`src/rtl/slot_bus_glue.sv`:
```
// Slot bus glue: per-slot register strobes, CnXX/C800 ROM enable/addressing and expansion-space ownership.
// Define SLOT_BUS_GLUE_CFFF_READ_ONLY_EN to release C800 ownership only on CFFF reads.
module slot_bus_glue #(
    parameter int NUM_SLOTS = 7,
    parameter int SLOT_W    = 3
) (
    input  logic                 clock,
    input  logic                 reset_n,
    input  logic [11:0]          addr,
    input  logic                 rw,
    input  logic [NUM_SLOTS-1:0] devsel_n,
    input  logic [NUM_SLOTS-1:0] iosel_n,
    input  logic                 io_strobe_n,
    output logic [3:0]           reg_sel,
    output logic [NUM_SLOTS-1:0] reg_rd_stb,
    output logic [NUM_SLOTS-1:0] reg_wr_stb,
    output logic                 rom_en_n,
    output logic [SLOT_W+10:0]   rom_addr,
    output logic                 c8_active,
    output logic [SLOT_W-1:0]    c8_owner,
    output logic                 bus_drive,
    output logic                 conflict
);

    typedef enum logic {IDLE, OWNED} state_e;

    state_e                 state_q, state_d;
    logic [SLOT_W-1:0]      owner_q, owner_d;
    logic [NUM_SLOTS-1:0]   devsel_prev_q;
    logic                   armed_q;
    logic [NUM_SLOTS-1:0]   rd_stb_q, rd_stb_d;
    logic [NUM_SLOTS-1:0]   wr_stb_q, wr_stb_d;
    logic [3:0]             reg_sel_q, reg_sel_d;
    logic                   rom_en_n_q, rom_en_n_d;
    logic [SLOT_W+10:0]     rom_addr_q, rom_addr_d;
    logic                   bus_drive_q, bus_drive_d;
    logic                   conflict_q, conflict_d;

    logic [NUM_SLOTS-1:0]   dev_act, io_act;
    logic                   dev_hit, io_hit, dev_multi, io_multi;
    logic [SLOT_W-1:0]      dev_idx, io_idx;
    logic                   c8_hit, rel_ok;

`ifdef SLOT_BUS_GLUE_CFFF_READ_ONLY_EN
    assign rel_ok = rw;
`else
    assign rel_ok = 1'b1;
`endif

    assign dev_act   = ~devsel_n;
    assign io_act    = ~iosel_n;
    assign dev_hit   = |dev_act;
    assign io_hit    = |io_act;
    assign dev_multi = |(dev_act & (dev_act - NUM_SLOTS'(1)));
    assign io_multi  = |(io_act & (io_act - NUM_SLOTS'(1)));
    assign c8_hit    = (state_q == OWNED) && !io_strobe_n;

    // Lowest-numbered active select wins; the descending loop leaves it last.
    always_comb begin
        dev_idx = '0;
        io_idx  = '0;
        for (int i = NUM_SLOTS - 1; i >= 0; i--) begin
            if (dev_act[i]) dev_idx = SLOT_W'(i);
            if (io_act[i])  io_idx  = SLOT_W'(i);
        end
    end

    always_comb begin
        state_d = state_q;
        owner_d = owner_q;
        if (io_hit) begin
            state_d = OWNED;
            owner_d = io_idx;
        end else if (c8_hit && (addr == 12'hFFF) && rel_ok) begin
            state_d = IDLE;
        end
    end

    // armed_q suppresses edge detection on the first sample after reset,
    // so a select already low when reset lifts is not mistaken for a new access.
    always_comb begin
        rd_stb_d    = '0;
        wr_stb_d    = '0;
        reg_sel_d   = reg_sel_q;
        rom_en_n_d  = 1'b1;
        rom_addr_d  = rom_addr_q;
        if (dev_hit && armed_q && devsel_prev_q[dev_idx]) begin
            if (rw) rd_stb_d[dev_idx] = 1'b1;
            else    wr_stb_d[dev_idx] = 1'b1;
            reg_sel_d = addr[3:0];
        end
        if (io_hit) begin
            rom_en_n_d = 1'b0;
            rom_addr_d = {io_idx, 3'b111, addr[7:0]};
        end else if (c8_hit) begin
            rom_en_n_d = 1'b0;
            rom_addr_d = {owner_q, addr[10:0]};
        end
        bus_drive_d = rw && (!rom_en_n_d || dev_hit);
        conflict_d  = dev_multi || io_multi;
    end

    always_ff @(posedge clock or negedge reset_n) begin
        if (!reset_n) begin
            state_q       <= IDLE;
            owner_q       <= '0;
            devsel_prev_q <= '1;
            armed_q       <= 1'b0;
            rd_stb_q      <= '0;
            wr_stb_q      <= '0;
            reg_sel_q     <= '0;
            rom_en_n_q    <= 1'b1;
            rom_addr_q    <= '0;
            bus_drive_q   <= 1'b0;
            conflict_q    <= 1'b0;
        end else begin
            state_q       <= state_d;
            owner_q       <= owner_d;
            devsel_prev_q <= devsel_n;
            armed_q       <= 1'b1;
            rd_stb_q      <= rd_stb_d;
            wr_stb_q      <= wr_stb_d;
            reg_sel_q     <= reg_sel_d;
            rom_en_n_q    <= rom_en_n_d;
            rom_addr_q    <= rom_addr_d;
            bus_drive_q   <= bus_drive_d;
            conflict_q    <= conflict_d;
        end
    end

    assign reg_sel    = reg_sel_q;
    assign reg_rd_stb = rd_stb_q;
    assign reg_wr_stb = wr_stb_q;
    assign rom_en_n   = rom_en_n_q;
    assign rom_addr   = rom_addr_q;
    assign c8_active  = (state_q == OWNED);
    assign c8_owner   = owner_q;
    assign bus_drive  = bus_drive_q;
    assign conflict   = conflict_q;

endmodule

```
`config.mk`:
```
export PLATFORM = sky130hd
export DESIGN_NAME = slot_bus_glue
export DESIGN_NICKNAME = d
export VERILOG_FILES = /design/src/rtl/slot_bus_glue.sv
export SDC_FILE = /design/constraint.sdc
export NUM_CORES = 1
export LEC_CHECK = 0
export ABC_CLOCK_PERIOD_IN_PS = 4720
export BUFFER_PORTS_ARGS = -buffer_cell sky130_fd_sc_hd__buf_2
export CORE_MARGIN = 8
export CORE_UTILIZATION = 53
export CTS_CLUSTER_SIZE = 16
export DETAILED_ROUTE_END_ITERATION = 16
export PLACE_DENSITY = 0.89
export SLEW_MARGIN = 20
export SYNTH_ARGS = -nofsm -noshare
export SYNTH_HDL_FRONTEND = slang
export SYNTH_SLANG_ARGS = --single-unit
```
`constraint.sdc`:
```
create_clock -name clock -period 4.72 [get_ports clock]
set_input_delay 0.472 -clock clock [delete_from_list [all_inputs] [get_ports clock]]
set_output_delay 0.472 -clock clock [all_outputs]
set_load 0.05 [all_outputs]
```
Yosys cells after proc, flatten, opt, wreduce, memory -nomap -nowiden
Index checks and enable logic that the tools add are counted.
{ "totals": {"in_bits": 30, "out_inout_bits": 39, "ff_bits": 47} }
{ "op_classes": {"n_bitwise": 4, "n_eq_ne": 1, "magnitude_cmp": 2, "addsub": 2, "reduce_logical": 16, "n_mux": 28} }
{ "op_table": {"columns": ["cell", "n"], "rows": [
  ["$mux 3", 14],
  ["$mux 14", 2],
  ["$mux 7", 4],
  ["$reduce_or 7->1", 4],
  ["$and 7x7->7", 2],
  ["$not 7->7", 2],
  ["$sub 7x1->7 const B", 2],
  ["$eq 12x12->1 const B", 1],
  ["$logic_and 1x1->1", 6],
  ["$mux 1", 6],
  ["$lt 3x4->1 const B", 1],
  ["$reduce_bool 2->1", 2],
  ["$bmux 1 s3", 1],
  ["$demux 1 s3", 1],
  ["$ge 3x1->1 const B", 1],
  ["$logic_not 1->1", 2],
  ["$logic_or 1x1->1", 2]
]} }

Logic depth before layout (Yosys ltp)
Gate-level depths: netlist (run 1).
{ "logic_depth": {"ltp_word": 14, "mapped_depth": 7, "depth_no_buf": 5} }

Worst setup path after synthesis (run 1)
OpenSTA, ideal clock, no wires.
{ "synth_path": {"path_type": "input-to-reg", "start": "input port devsel_n[4]", "end": "register reg_sel_q[2], in the netlist reg_sel[2]", "setup_ns": 0.125, "path_stages": 7, "arrival_ns": 1.748, "slack_ns": 2.847, "cell_sequence": "buf_2 > and4bb_1 > a211oi_2 > a21oi_2 > a31oi_4 > buf_6 > mux2_4"} }
{ "synth_between": {"elab_chain_cells": 9, "word_cells_on_any_way": 11, "cone_classes": "mux (7); bitwise (1); reduce/logical (3)"} }
{ "synth_rtl": {"columns": ["item", "line", "text"], "rows": [
  ["start, declared", "11", "input logic [NUM_SLOTS-1:0] devsel_n,"],
  ["$not 7->7 (*)", "50", "assign dev_act = ~devsel_n;"],
  ["$mux 3 (5 in a row)", "63", "if (dev_act[i]) dev_idx = SLOT_W'(i);"],
  ["$bmux 1 s3", "87", "if (dev_hit && armed_q && devsel_prev_q[dev_idx]) begin"],
  ["$mux 1 (not written as such)", "87", null],
  ["$logic_and 1x1->1 (*)", "87", null],
  ["end signal, assigned", "123", "reg_sel_q <= reg_sel_d;"],
  ["end, declared", "33", "logic [3:0] reg_sel_q, reg_sel_d;"]
]} }
Mark *: on every way between the ends. The rest lies on a longest branch, timed or not. The select of a mux whose other input is x is not followed.
A chain may end at the register's enable or synchronous reset.

Worst setup path after layout (run 1)
{ "layout_path": {"start": "register devsel_prev_q[2]", "end": "register reg_sel_q[0], in the netlist reg_sel[0]"} }
{ "layout_between": {"elab_chain_cells": 3} }
{ "layout_rtl": {"columns": ["item", "line", "text"], "rows": [
  ["start, declared", "29", "logic [NUM_SLOTS-1:0] devsel_prev_q;"],
  ["start signal, assigned", "119", "devsel_prev_q <= devsel_n;"],
  ["$bmux 1 s3", "87", null],
  ["$mux 1 (not written as such)", "87", null],
  ["$logic_and 1x1->1", "87", null]
]} }
No other way between the ends. The select of a mux whose other input is x is not followed.

==> results of run 1 <==
[metrics by stage]
step / setup slack [ns] / hold slack [ns] / cell area [sq um]
floorplan: 2.85 / 0.176 / 2000
global placement: 2.71 / 0.479 / 2360
detailed placement: 2.65 / 0.485 / 2360
CTS: 2.81 / 0.312 / 2470
global route: 2.72 / 0.213 / 2470
finish: 2.78 / 0.156 / 2470
[metal layers]
layer | routed length [um] | vias up | global-route usage
li1 | - | 705 | -
met1 | 1740 | 707 | 0.170
met2 | 2300 | 56 | 0.250
met3 | 390 | 5 | 0.0657
met4 | 48 | 0 | 0.0472
met5 | 0 | - | 0
[sequential cells by signal (all words and copies together) (netlist names)]
signal / cells
c8_owner: 3
rom_en_n: 1
c8_active: 1
armed_q: 1
conflict: 1
rom_addr: 14
reg_rd_stb: 7
devsel_prev_q: 7
bus_drive: 1
reg_wr_stb: 7
reg_sel: 4
[critical path, delay by kind of cell, from the launching register on]
| family | cells | cell delay, ns |
|---|---|---|
| muxes | 1 | 0.38 |
| AOI/OAI and AO/OA | 2 | 0.40 |
| DFF | 1 | 0.52 |
| and+or+nand+nor | 2 | 0.52 |
[area by class of cell]
class	count	area share
flip-flops and latches	47	0.480
clock buffers	7	0.0390
repair buffers	68	0.139
clock inverters	1	0.00304
inverters	5	0.00759
multi-input cells	103	0.307
well taps	48	0.0243
[cell families (layout without fill, tap and decap cells)]
group | Yosys count | in the layout | share of synthesized area
other cells | 1 | 1 | 0.00187
fa+ha+maj | 2 | 2 | 0.0100
buf+inv | 10 | 81 | 0.0281
mux | 18 | 18 | 0.103
simple gates | 60 | 60 | 0.170
flops | 47 | 47 | 0.593
compound gates | 22 | 22 | 0.0944
[placed cells by master, fill, tap and decap left out, types with 2 or more instances in the layout]
| master | netlist | layout |
|---|---|---|
| buf_2 | 2 | 67 |
| dfrtp_1 | 39 | 39 |
| nand2_1 | 18 | 18 |
| mux2_2 | 13 | 13 |
| and3_1 | 12 | 12 |
| dfstp_2 | 8 | 8 |
| nor3_1 | 7 | 7 |
| clkbuf_8 | 0 | 7 |
| nor2_1 | 6 | 6 |
| inv_1 | 5 | 5 |
| o21ai_0 | 4 | 4 |
| nand2b_1 | 3 | 3 |
| nor3b_1 | 3 | 3 |
| a21oi_1 | 3 | 3 |
| mux2i_1 | 3 | 3 |
| and4bb_1 | 2 | 2 |
| maj3_1 | 2 | 2 |
| nand3_1 | 2 | 2 |
| mux2_4 | 2 | 2 |
[final timing paths]
check,to,depth (start not counted),slack (ns),start
min in group clock,devsel_prev_q[1],1,0.32,devsel_n[1]
worst max-delay path,reg_sel[0],5,2.78,devsel_prev_q[2]
worst max register to register,reg_sel[0],5,2.78,devsel_prev_q[2]
worst min-delay path,rom_addr[2],1,0.16,reset_n
worst min register to register,rom_addr[8],2,0.50,rom_addr[8]
max in group asynchronous,devsel_prev_q[2],1,4.17,reset_n
[power breakdown]
group | total, W | internal [W] | switching (W)
sequential | 0.000434 | 0.000424 | 0.00000976
combinational | 0.000157 | 0.0000472 | 0.000110
clock | 0.000263 | 0.000133 | 0.000130
==> flow_summary_export.csv, run 1 <==
group,metric,value,unit
grt,grt_pass1_wl,7360,um
synthesis,synth_enable_flop_cells,0,
clocking,clock_latency,0.30,ns
synthesis,ys_seq_area_frac,0.593,
critical_path,path_cells,"and4bb_1 > nor3b_1 > a21oi_2 > a31oi_4 > mux2_2",
run_status,status,"finished clean",
critical_path,critPathSlowestCell,"dfstp_2",
pwr,total_power,0.000854,W
synthesis,synth_top_area_frac,0.488,
synthesis,synth_area,2000,sq um
detailed_routing,viasPerCell,5.28,
sta,setup_viol,0,
clocking,hold_buffers,0,
floorplanning,rows,22,
pwr,p_per_area,346,nW/um^2
grt,first_global_vias,1527,
detailed_routing,drtIter0Drc,99,
detailed_routing,vias,1473,
clocking,cts_sinks,47,
detailed_routing,drtAntennaViolNets,0,
floorplanning,start_util,0.547,
sta,rsz0062_at_grt,"false",
layout,diodes,0,
floorplanning,io_pins,69,
detailed_routing,wire_per_inst,16.1,um
synthesis,synth.most_common_cell,"dfrtp_1",
clocking,cts_buffer_depth,2,
floorplanning,die_y,77.5,um
layout,nNetsFinal,260,
critical_path,worst_setup_path_end_kind,"register",
place,hpwlAfterDp,3430,um
clocking,tritoncts,"yes",
layout,multi_input_area,759,sq um
sta,min_period,1.94,ns
layout,fillerInstances,275,
synthesis,ys_top_cells_by_count,"39 x dfrtp_1, 18 x nand2_1, 13 x mux2_2, 12 x and3_1, 8 x dfstp_2",
min_path,hp-class,"in2async",
place,port_buffers,68,
pwr,p_leak,1.23,nW
critical_path,start_kind,"register",
sta,maxSlewHeadroom,0.634,
synthesis,synth_nets,190,
layout,regArea,1190,sq um
synthesis,synth_area_leader_cell,"dfrtp_1",
layout,syn2layout_area_growth,23.4,%
sta,finalMaxSlewViolations,0,
pwr,irDropWorstVdd,0.237,mV
sta,hold_viol,0,
sta,worstMarginPinSlew,0.549,ns
synthesis,ys.warnings.count,0,
critical_path,slowest_delay,0.52,ns
clocking,post_cts_buffers,0,
run,cap_violations,0,
clocking,cts_resized,0,
clocking,ctsHtreeMaxLevel,2,
sta,finalClockSkew,0.00992,ns
clocking,clkTransAtPathRegs,0.08,ns
synthesis,syn_inst,160,
critical_path,cp.required,4.91,ns
grt,grtUsageTotal,0.150,
floorplanning,core,3660,sq um
layout,postLayoutCoreUtil,0.675,
synthesis,avgSynthCellArea,12.5,sq um
clocking,cts_buffers,5,
layout,drive_above_1_share,0.468,
detailed_routing,drt-pass1-iter-count,4,
layout,fin_cells,279,
floorplanning,die_x,77.5,um
synthesis,synth_flop_cell,"dfrtp_1",
sta,setup_tns,0,ns
floorplanning,die-area,6000,sq um
synthesis,synthTopCellsByArea,"dfrtp_1 49%, dfstp_2 11%, mux2_2 7.3%",
critical_path,cp.arrival,2.12,ns
critical_path,crit_fanout,12,
grt,grt_max_degree,48,
synthesis,synth_seq_cells,47,
synthesis,ys_types,43,
synthesis,synthArstFlopShare,1.00,
sta,final.period_utilization,0.410,
grt,antenna_found_initial,0,
place,finalWeightedCongestion,0.800,
grt,overflow,0,
place,dp.cells,271,
sta,fmax,0.517,GHz
detailed_routing,drc,0,
critical_path,worst-setup-path-type,"reg2reg",
clocking,cts.root.buffer_cell,"clkbuf_8",
detailed_routing,wirelength,4480,um
(Power assumes the default switching activity.)
==> inputs of run 2 (changes only) <==
--- a/config.mk
+++ b/config.mk
@@ -5,13 +5,14 @@
 export SDC_FILE = /design/constraint.sdc
 export NUM_CORES = 1
 export LEC_CHECK = 0
-export ABC_CLOCK_PERIOD_IN_PS = 4720
+export ABC_AREA = 1
+export ABC_CLOCK_PERIOD_IN_PS = 1820
 export BUFFER_PORTS_ARGS = -buffer_cell sky130_fd_sc_hd__buf_2
 export CORE_MARGIN = 8
-export CORE_UTILIZATION = 53
+export CORE_UTILIZATION = 49
 export CTS_CLUSTER_SIZE = 16
 export DETAILED_ROUTE_END_ITERATION = 16
-export PLACE_DENSITY = 0.89
+export PLACE_DENSITY = 0.83
 export SLEW_MARGIN = 20
 export SYNTH_ARGS = -nofsm -noshare
 export SYNTH_HDL_FRONTEND = slang
==> constraint.sdc (replaced) <==
create_clock -name clock -period 1.82 [get_ports clock]
set_input_delay 0.182 -clock clock [delete_from_list [all_inputs] [get_ports clock]]
set_output_delay 0.182 -clock clock [all_outputs]
set_load 0.05 [all_outputs]
==> run 2 against run 1 <==
Sequential power grew to 2.6 times the previous value; synthesized area grew 2.2%; combinational power grew to 2.6 times the previous value; hold slack lost 0.15 ns; utilization shrank 2.9 points; maximum frequency grew 52%; setup slack lost 2.2 ns; final cell count grew 26%; via count grew 18%; global-route usage shrank 0.14 points; critical path type unchanged.
==> flow_summary_export.csv, run 2 <==
group,metric,value,unit
run_status,status,"finished clean",
detailed_routing,wl_met3,325,um
clocking,post_cts_buffers,0,
floorplanning,die_x,80.6,um
pwr,irDropWorstVdd,0.361,mV
critical_path,path_depth,6,
critical_path,regToRegSetupSlack,0.55,ns
grt,grtUsageTotal,0.149,
detailed_routing,drtAntennaViolNets,0,
clocking,clkTransAtPathRegs,0.08,ns
synthesis,synth.most_common_cell,"nand2_1",
place,pre_cts_ws,0.265,ns
clocking,clock_latency,0.30,ns
pwr,p_leak,1.38,nW
sta,min_period,1.27,ns
synthesis,synth_seq_cells,47,
synthesis,synth_area_leader_cell,"dfrtp_1",
synthesis,ys_types,30,
floorplanning,rows,23,
run,cap_violations,0,
sta,rsz0062_at_grt,"false",
critical_path,critPathTopFamily,"simple AND/OR/NAND/NOR gates",
floorplanning,die-area,6500,sq um
min_path,hold_end,"devsel_prev_q[5]",
clocking,tritoncts,"yes",
grt,antenna_found_initial,0,
min_path,min_path_cells,1,
clocking,cts_buffer_depth,2,
detailed_routing,wl_met1,1830,um
min_path,min_from,"devsel_n[5]",
synthesis,syn_inst,222,
synthesis,ys_seq_area_frac,0.580,
layout,diodes,0,
place,finalWeightedCongestion,0.822,
sta,worst_slack,0.546,ns
synthesis,synthArstFlopShare,1.00,
layout,largest_reg_flops,14,
synthesis,synth_top_family_by_area,"simple AND/OR/NAND/NOR gates",
place,port_buffers,68,
critical_path,critPathSlowestCell,"dfstp_2",
sta,fmax,0.785,GHz
detailed_routing,met2WireLength,2360,um
layout,syn2layout_area_growth,26.4,%
synthesis,synth.area.mux_share,0,
synthesis,synth_nets,252,
synthesis,synth_enable_flop_cells,0,
critical_path,r2r-end,"reg_rd_stb[4]",
layout,fillerInstances,337,
floorplanning,io_pins,69,
synthesis,synth_flop_cell,"dfrtp_1",
synthesis,avgSynthCellArea,9.21,sq um
detailed_routing,wire_per_inst,13.3,um
critical_path,cp.required,2.05,ns
detailed_routing,drt-pass1-iter-count,4,
layout,nNetsFinal,331,
min_path,hp-class,"in2reg",
sta,finalClockSkew,0.00674,ns
detailed_routing,vias,1732,
detailed_routing,top_layer,"met4",
sta,worstMarginPinSlew,0.576,ns
layout,drive_above_1_share,0.361,
sta,final.period_utilization,0.700,
grt,first_global_vias,1687,
floorplanning,start_util,0.511,
clocking,cts_buffers,5,
layout,mostFrequentLayoutCells,"68 x buf_2, 62 x nand2_1, 39 x dfrtp_1, 23 x nor2_1, 21 x inv_1",
detailed_routing,viasPerCell,4.92,
sta,maxSlewHeadroom,0.616,
layout,final_common_cell,"buf_2",
critical_path,cp.arrival,1.50,ns
critical_path,slowest_delay,0.52,ns
critical_path,worst_setup_path_end_kind,"register",
sta,finalMaxSlewViolations,0,
synthesis,synthXorXnorAreaFrac,0,
place,hpwlAfterDp,3740,um
detailed_routing,wirelength,4670,um
critical_path,r2r_cells,6,
grt,grt_pass1_wl,7490,um
synthesis,ys.warnings.count,0,
sta,setup_viol,0,
critical_path,crit_buf_inv,1,
synthesis,synth_area,2050,sq um
pwr,p_per_area,845,nW/um^2
clocking,cts_sinks,47,
synthesis,synthTopCellsByArea,"dfrtp_1 48%, nand2_1 11%, dfstp_2 10%",
clocking,ctsHtreeMaxLevel,2,
floorplanning,die_y,80.6,um
clocking,cts.root.buffer_cell,"clkbuf_8",
synthesis,ys_top_cells_by_count,"62 x nand2_1, 39 x dfrtp_1, 23 x nor2_1, 21 x inv_1, 13 x nand3_1",
synthesis,synth_simple_gate_area_frac,0.297,
critical_path,r2r_start,"devsel_prev_q[5]",
floorplanning,core,4000,sq um
synthesis,synth_top_area_frac,0.477,
detailed_routing,drtIter0Drc,92,
sta,hold_viol,0,
grt,grt_max_degree,28,
critical_path,start_kind,"register",
critical_path,crit_fanout,7,
critical_path,worst-setup-path-type,"reg2reg",
sta,setup_tns,0,ns
detailed_routing,drc,0,
critical_path,path_cells,"inv_1 > nand3_1 > nand2_1 > nor2_8 > nand3_4 > nor2_1",
synthesis,synthAdderAreaFrac,0.00489,
synthesis,synth_compound_area_frac,0.0648,
grt,overflow,0,
-- run 2: cell types whose count changed after synthesis, sizes merged, moves of 4 or more --
cell,before,now
and3,12,0
nor3b,4,0
nand2,18,72
nor3,7,3
inv,5,25
mux2,15,0
nand3,2,15
nor2,6,28
o21ai,4,12
-- run 2: how the worst max path moves through the flow --
stage                           from            end  slack (ns)
floorplan                  c8_active   rom_addr[10]        0.37
global placement          iosel_n[0]      bus_drive        0.30
detailed placement        iosel_n[0]      bus_drive        0.27
CTS                 devsel_prev_q[5]  reg_rd_stb[4]        0.55
global route              iosel_n[0]      bus_drive        0.42
finish              devsel_prev_q[5]  reg_rd_stb[4]        0.55
-- run 2: cell families (layout without fill, tap and decap cells) --
logic type | after synthesis | in the layout
adder cells (fa/ha/maj) | 1 | 1
buffers and inverters | 27 | 107
AND/OR/NAND/NOR | 124 | 124
flip-flops | 47 | 47
other | 1 | 1
AO/OA/AOI/OAI | 22 | 22
-- run 2: final cells by class --
cell class / count / area (sq um) / area share
sequential: 47 / 1190 / 0.459
clock inverter: 1 / 8.76 / 0.00339
tap: 50 / 62.6 / 0.0242
multi-input combinational: 148 / 754 / 0.292
timing repair buffer: 74 / 393 / 0.152
clock buffer: 7 / 86.3 / 0.0334
inverter: 25 / 93.8 / 0.0363
-- run 2: worst register-to-register path, delay by kind of cell (launching register included) --
family	cells	cell delay [ns]
simple gates	5	0.65
flops	1	0.52
buf+inv	1	0.03
-- run 2: metrics by stage --
| step | utilization | power [W] | hold WS, ns | cells | instance area (sq um) |
|---|---|---|---|---|---|
| after floorplan | - | 0.00141 | -0.114 | 222 | 2050 |
| after global placement | 0.615 | 0.00154 | 0.211 | 341 | 2460 |
| after detailed placement | 0.615 | 0.00155 | 0.213 | 341 | 2460 |
| after CTS | 0.641 | 0.00220 | 0.00102 | 350 | 2560 |
| after global routing | 0.646 | 0.00228 | 0.0000388 | 352 | 2580 |
| final | 0.646 | 0.00218 | 0.00935 | 352 | 2580 |
-- run 2: per-layer routing --
layer,vias to the layer above,GRT usage
li1,858,-
met1,802,0.166
met2,55,0.243
met3,17,0.0480
met4,0,0.0873
met5,-,0
-- run 2: repair_timing --
| item | in CTS | in global routing |
|---|---|---|
| endpoints found under the hold margin | 17 | 2 |
| endpoints found under the setup margin | 0 | 0 |
| gates resized for setup | 0 | 0 |
| hold buffers | 1 | 2 |
-- run 2: report_power, final --
part / total (W) / internal (W) / switching (W)
registers: 0.00112 / 0.00110 / 0.0000205
clock network: 0.000653 / 0.000311 / 0.000342
logic: 0.000413 / 0.000109 / 0.000304
total: 0.00218 / 0.00152 / 0.000666
